==> src/rtl/serial_rx_pkg.sv <==
// Types and helpers shared by the serial word receiver and its source-side controller.
package serial_rx_pkg;

  typedef enum logic {S_DATA, S_PAR} rx_state_t;

  function automatic int unsigned cnt_width(input int unsigned width);
    return $clog2(width);
  endfunction

endpackage

==> src/rtl/rx_hold_reg.sv <==
// One-entry output holding register with valid/ready handshake and sticky overrun flag.
module rx_hold_reg #(
  parameter int unsigned Width = 5
) (
  input  logic             clk_i,
  input  logic             rst_ni,
  input  logic             clear_i,
  input  logic             load_i,
  input  logic [Width-1:0] data_i,
  input  logic             ready_i,
  output logic [Width-1:0] data_o,
  output logic             valid_o,
  output logic             overrun_o
);

  logic [Width-1:0] data_q, data_d;
  logic             valid_q, valid_d;
  logic             ovr_q, ovr_d;

  always_comb begin
    data_d  = data_q;
    valid_d = valid_q;
    ovr_d   = ovr_q;
    if (clear_i) begin
      data_d  = '0;
      valid_d = 1'b0;
      ovr_d   = 1'b0;
    end else if (load_i) begin
      // A word arriving on the same edge as a transfer replaces the delivered one.
      if (!valid_q || ready_i) begin
        data_d  = data_i;
        valid_d = 1'b1;
      end else begin
        ovr_d = 1'b1;
      end
    end else if (valid_q && ready_i) begin
      valid_d = 1'b0;
    end
  end

  always_ff @(posedge clk_i or negedge rst_ni) begin
    if (!rst_ni) begin
      data_q  <= '0;
      valid_q <= 1'b0;
      ovr_q   <= 1'b0;
    end else begin
      data_q  <= data_d;
      valid_q <= valid_d;
      ovr_q   <= ovr_d;
    end
  end

  assign data_o    = data_q;
  assign valid_o   = valid_q;
  assign overrun_o = ovr_q;

endmodule

==> src/rtl/serial_word_rx.sv <==
// Reassembles WIDTH-bit words from a strobed serial stream; PARITY_CHECK_EN adds an
// even-parity bit per word and drives par_err_o.
module serial_word_rx
  import serial_rx_pkg::*;
#(
  parameter int unsigned WIDTH     = 4,
  parameter bit          LSB_FIRST = 1'b1
) (
  input  logic             clk_i,
  input  logic             rst_ni,
  input  logic             ser_in_i,
  input  logic             bit_en_i,
  input  logic             clear_i,
  output logic [WIDTH-1:0] data_o,
  output logic             valid_o,
  input  logic             ready_i,
  output logic             overrun_o,
  output logic             par_err_o
);

  localparam int unsigned     CntW    = cnt_width(WIDTH);
  localparam logic [CntW-1:0] LastCnt = CntW'(WIDTH - 1);

  rx_state_t        state_q, state_d;
  logic [CntW-1:0]  cnt_q, cnt_d;
  logic [WIDTH-1:0] shift_q, shift_d, shift_in, word;
  logic             done, par;
  logic [WIDTH:0]   hold_data;

  if (LSB_FIRST) begin : g_lsb_first
    assign shift_in = {ser_in_i, shift_q[WIDTH-1:1]};
  end else begin : g_msb_first
    assign shift_in = {shift_q[WIDTH-2:0], ser_in_i};
  end

  always_comb begin
    state_d = state_q;
    cnt_d   = cnt_q;
    shift_d = shift_q;
    done    = 1'b0;
    word    = shift_in;
    par     = 1'b0;
    if (clear_i) begin
      state_d = S_DATA;
      cnt_d   = '0;
    end else if (bit_en_i) begin
      unique case (state_q)
        S_DATA: begin
          shift_d = shift_in;
          if (cnt_q == LastCnt) begin
            cnt_d = '0;
`ifdef PARITY_CHECK_EN
            state_d = S_PAR;
`else
            done = 1'b1;
`endif
          end else begin
            cnt_d = cnt_q + CntW'(1);
          end
        end
`ifdef PARITY_CHECK_EN
        S_PAR: begin
          state_d = S_DATA;
          done    = 1'b1;
          word    = shift_q;
          par     = (^shift_q) ^ ser_in_i;
        end
`endif
        default: state_d = S_DATA;
      endcase
    end
  end

  always_ff @(posedge clk_i or negedge rst_ni) begin
    if (!rst_ni) begin
      state_q <= S_DATA;
      cnt_q   <= '0;
      shift_q <= '0;
    end else begin
      state_q <= state_d;
      cnt_q   <= cnt_d;
      shift_q <= shift_d;
    end
  end

  rx_hold_reg #(
    .Width(WIDTH + 1)
  ) u_hold (
    .clk_i    (clk_i),
    .rst_ni   (rst_ni),
    .clear_i  (clear_i),
    .load_i   (done),
    .data_i   ({par, word}),
    .ready_i  (ready_i),
    .data_o   (hold_data),
    .valid_o  (valid_o),
    .overrun_o(overrun_o)
  );

  assign data_o    = hold_data[WIDTH-1:0];
  assign par_err_o = hold_data[WIDTH];

endmodule

==> config.mk <==
export PLATFORM = sky130hd
export DESIGN_NAME = serial_word_rx
export DESIGN_NICKNAME = d
export VERILOG_FILES = /design/src/rtl/serial_rx_pkg.sv /design/src/rtl/rx_hold_reg.sv /design/src/rtl/serial_word_rx.sv
export SDC_FILE = /design/constraint.sdc
export NUM_CORES = 1
export LEC_CHECK = 0
export CORE_UTILIZATION = 30
export CTS_CLUSTER_DIAMETER = 50
export DETAILED_ROUTE_END_ITERATION = 16
export PLACE_DENSITY = 0.51
export SETUP_SLACK_MARGIN = 0.02
export SLEW_MARGIN = 20
export SYNTH_ARGS = -nofsm -noshare
export SYNTH_HDL_FRONTEND = slang
export SYNTH_SLANG_ARGS = --single-unit
==> constraint.sdc <==
create_clock -name clk_i -period 1.9 [get_ports clk_i]
set_clock_uncertainty 0.05 [all_clocks]
set_input_delay 0.475 -clock clk_i [delete_from_list [all_inputs] [get_ports clk_i]]
set_output_delay 0.475 -clock clk_i [all_outputs]
set_load 0.1 [all_outputs]
-- Word level (Yosys, flattened, before mapping)
Index checks and enable logic that the tools add are counted.
- register bits: 14
- bits of input ports: 6
- muxes and demuxes: 20
- bitwise logic cells: 2
- reductions and logical operators: 12
- equal/unequal tests: 4
- add/sub/neg operators: 1
- operators with widths (operator ; number):
    two-way mux 5 bit ; 3
    two-way mux 1 bit ; 13
    two-way mux 2 bit ; 4
    AND reduction 2 bit ; 4
    nonzero test 2 bit ; 3
    != test 2 bit (second input constant) ; 2
    != test 3 x 2 -> 1 bit (second input constant) ; 1
    AND reduction 3 bit ; 1
    nonzero test 3 bit ; 1
    adder 2 x 1 -> 2 bit (second input constant) ; 1
    == test 2 bit (second input constant) ; 1
    NOT 1 bit ; 2
    logical AND 1 bit ; 1
    logical NOT 1 bit ; 1
    logical OR 1 bit ; 1

-- Longest topological paths before layout
- word-level depth: 7
- gate-level depth with buffers: 4
- mapped depth without buffers: 4

-- Hierarchy
A second synthesis with hierarchy kept.
- cell total of the unflattened synthesis: 48
- area total of the unflattened synthesis: 564.3 µm²
- modules (own cells, without submodules) (module ; instances ; area each (µm²) ; cells each ; seq. area each (µm²)):
    rx_hold_reg ; 1 ; 341.6 ; 30 ; 175.2
    serial_word_rx ; 1 ; 222.7 ; 18 ; 125.1

-- Worst setup path before layout
OpenSTA, ideal clock, no wires.
- path kind: reg2reg
- start point: register u_hold.valid_q (netlist: u_hold.valid_o)
- end point: register u_hold.data_q[0] (netlist: u_hold.data_o[0])
- arrival: 1.415 ns
- cell stages (with the launch flop): 4
- buffers on the path: 0
- setup slack: 0.355 ns
- setup time: 0.079 ns
- clock period less this slack: 1.545 ns
- path through: dfrtp_1 and2b_1 nor2_4 mux2i_1
- word-level cells in the longest chain between the ends: 4
- ends and longest elaborated chain (what ; line ; text):
    from (decl) ; rx_hold_reg.sv:17 ; logic valid_q, valid_d;
    from (signal assigned) ; rx_hold_reg.sv:48 ; valid_q <= valid_d;
    logical NOT 1 bit ; rx_hold_reg.sv:30 ; if (!valid_q || ready_i) begin
    logical OR 1 bit ; rx_hold_reg.sv:30 ;
    nonzero test 2 bit (no source line) ; -- ;
    AND reduction 2 bit (no source line) ; -- ;
    to (signal assigned) ; rx_hold_reg.sv:47 ; data_q <= data_d;
    to (decl) ; rx_hold_reg.sv:16 ; logic [Width-1:0] data_q, data_d;
No other way between the ends.
A chain may end at the register's enable or synchronous reset.

-- Worst setup path in the final report
- start point: input port bit_en_i
- end point: register shift_q[1]
- word-level cells in the longest chain between the ends: 1
- ends and longest elaborated chain (what ; line ; text):
    from (decl) ; serial_word_rx.sv:12 ; input logic bit_en_i,
    AND reduction 3 bit (no source line) ; -- ;
    to (signal assigned) ; serial_word_rx.sv:82 ; shift_q <= shift_d;
    to (decl) ; serial_word_rx.sv:26 ; logic [WIDTH-1:0] shift_q, shift_d, shift_in, word;
No other way between the ends.

==> impl_metrics.py <==
metrics = {
    "logic_synthesis": {
        "synth-compound-area-share_pct": 2.09,
        "yosysSeqAreaShare_pct": 51.0,
        "synth_xor_area_share_pct": 0,
        "syn_inst": 44,
        "yosysTopAreaCell": "dfrtp_1",
        "synth_top_family_by_area": "simple AND/OR/NAND/NOR gates",
        "synthMuxAreaShare_pct": 19.5,
        "synth.distinct_cells": 16,
        "synth_top_area_share_pct": 51.0,
        "ys_ff_latch": 11,
        "synthesis.nets": 51,
        "synth_fa_ha_area_share_pct": 2.32,
        "synth-simple-area-share_pct": 20.0,
        "synth_area_leaders": "dfrtp_1 51%, mux2i_1 11%, nand2b_1 9.3%",
        "yosys_warnings": 0,
        "syn_area_um2": 539,
        "postSynthAreaPerCell_um2": 12.3,
    },
    "sta": {
        "rsz0062_at_grt": "no",
        "setup_violations": 0,
        "fin_crit_ns": 1.49,
        "finalHoldViolCount": 0,
        "fin_setup_tns_ns": 0,
        "timing.final.crit_share_pct": 78.3,
        "hold_slack_ns": 0.488,
        "worst_pin_slew_ns": 0.504,
        "slew_viol_final": 0,
        "setup_ws_ns": 0.413,
        "slew_headroom_pct": 66.3,
        "fmax_mhz": 672,
    },
    "cts": {
        "cts_tree": "yes",
        "clockBufferDepth": 2,
        "clk_pin_slew_ns": 0.07,
        "hold_buffers": 0,
        "postCtsSetupBuffers": 0,
        "cts_root_buf": "clkbuf_4",
        "clk_latency_ns": 0.27,
        "htreeDepth": 1,
        "post_cts_resized": 0,
        "cts.sinks": 11,
        "cts_buffers": 3,
    },
    "power": {
        "seqPwrFrac_pct": 51.0,
        "p_sw_mw": 0.142,
        "totalPowerFinal_mw": 0.529,
        "internal_power_mw": 0.386,
        "pwr-share-clk_pct": 31.0,
        "pwr-share-comb_pct": 18.0,
        "leakagePower_nw": 0.336,
        "swShare_pct": 26.9,
        "vdd_ir_drop_max_uv": 350,
        "powerDensity_nw_per_um2": 699,
    },
    "detailed_routing": {
        "num_vias": 353,
        "first_iter_violations": 3,
        "post_drt_wl_per_cell_um": 10.7,
        "vias_per_cell": 4.30,
        "drtPass1Iterations": 2,
        "drcViolationCount": 0,
        "routed_wirelength_um": 876,
        "drt.antenna.violating_nets": 0,
    },
    "worst_hold_path": {
        "hold_path.class": "in2async",
    },
    "worst_setup_path": {
        "cp.arrival_ns": 1.60,
        "end_kind": "flop",
        "required_ns": 2.01,
        "critical_path_class": "in2reg",
        "critPathLaunchType": "primary input",
        "crit_fanout": 5,
    },
    "cells_and_area": {
        "finish.utilization_pct": 47.5,
        "area_growth_pct": 40.4,
        "fin_nets": 66,
        "instances_no_fill": 82,
        "drive_gt1_share_pct": 29.3,
        "diodes": 0,
        "fin_area_um2": 757,
    },
    "floorplanning": {
        "initial_core_util_pct": 33.8,
        "fp.dieW_um": 44.4,
        "die_h_um": 44.4,
        "core_area_um2": 1590,
        "ios": 13,
        "row_count": 14,
        "die-area_um2": 1970,
    },
    "placed_design": {
        "dpl_cell_area_um2": 731,
        "placed_cells": 78,
        "post-place-ws_ns": 0.134,
        "post-dp-hpwl_um": 684,
        "io_buffers": 11,
        "place_congestion": 0.691,
    },
    "global_routing": {
        "grt_max_degree": 13,
        "grt_use_total_pct": 11.4,
        "grt_pass1_vias": 364,
        "grt-ovfl-total": 0,
        "grt_pass1_wl_mm": 1.52,
        "antenna_found_initial": 0,
    },
    "flow_run": {
        "drv_cap": 0,
    },
    "run_status": {
        "status": "finished clean",
    },
}
[logic make-up after synthesis]
group / count (synthesis)
flip-flops: 11
buffers and inverters: 3
adder cells (fa/ha/maj): 1
AND/OR/NAND/NOR: 17
multiplexers: 9
AO/OA/AOI/OAI: 2
other: 1
[synth_stat cells]
master,instances
mux2_4,3
nand2_2,1
conb_1,1
nor2_1,5
nor2_4,1
buf_2,1
buf_6,1
a31oi_1,1
nor2b_4,1
and2b_1,1
a21oi_1,1
ha_1,1
mux2i_1,6
nand2b_1,8
dfrtp_1,11
buf_4,1
[power groups by stage]
stage | registers [mW] | clock network (mW) | logic [mW]
after floorplan | 0.278 | 0 | 0.0613
after global placement | 0.273 | 0 | 0.0935
after detailed placement | 0.275 | 0 | 0.0962
after CTS | 0.271 | 0.166 | 0.0967
after global routing | 0.272 | 0.181 | 0.103
final | 0.270 | 0.164 | 0.0952
[registers in the layout, summed over array words and instances (netlist names)]
register	flops
cnt_q	2
u_hold.data_o	4
u_hold.overrun_o	1
u_hold.valid_o	1
shift_q	3
[cell usage in the layout (no fill, tap or decap), types with 2 or more instances in the layout]
cell,count
buf_12,6
buf_4,2
clkbuf_4,3
clkdlybuf4s50_1,5
dfrtp_1,11
mux2_4,3
mux2i_1,6
nand2b_1,8
nor2_1,5
[metal layers]
layer	global-route usage [%]	vias to the layer above	wire [um]
li1	-	169	-
met1	13.7	163	386
met2	15.9	16	400
met3	4.49	5	60
met4	9.09	0	28
met5	0	-	0
[path summary, 6_finish.rpt]
path,from,to,slack (ns),depth (start not counted)
setup / recovery,bit_en_i,shift_q[1]$_DFFE_PN0P_,0.41,3
hold / removal,rst_ni,u_hold.data_o[2]$_DFFE_PN0P_,0.49,1
setup reg to reg,cnt_q[0]$_DFFE_PN0P_,u_hold.data_o[3]$_DFFE_PN0P_,0.70,4
hold reg to reg,cnt_q[1]$_DFFE_PN0P_,cnt_q[1]$_DFFE_PN0P_,0.49,2
max in group asynchronous,rst_ni,u_hold.data_o[3]$_DFFE_PN0P_,0.98,1
min in group clk_i,cnt_q[1]$_DFFE_PN0P_,cnt_q[1]$_DFFE_PN0P_,0.49,2
[layout make-up]
cell class                 instances  area (um^2)
multi-input combinational         30          240
clock buffer                       4         26.3
fill                             148          837
timing repair buffer              13          185
sequential                        11          275
tap                               24         30.0
[worst max-delay path: stages]
cell	delay (ns)
clkdlybuf4s50_1	0.56
nor2b_4	0.24
mux2_4	0.32
Note: power is estimated with default switching activity, not from simulation.
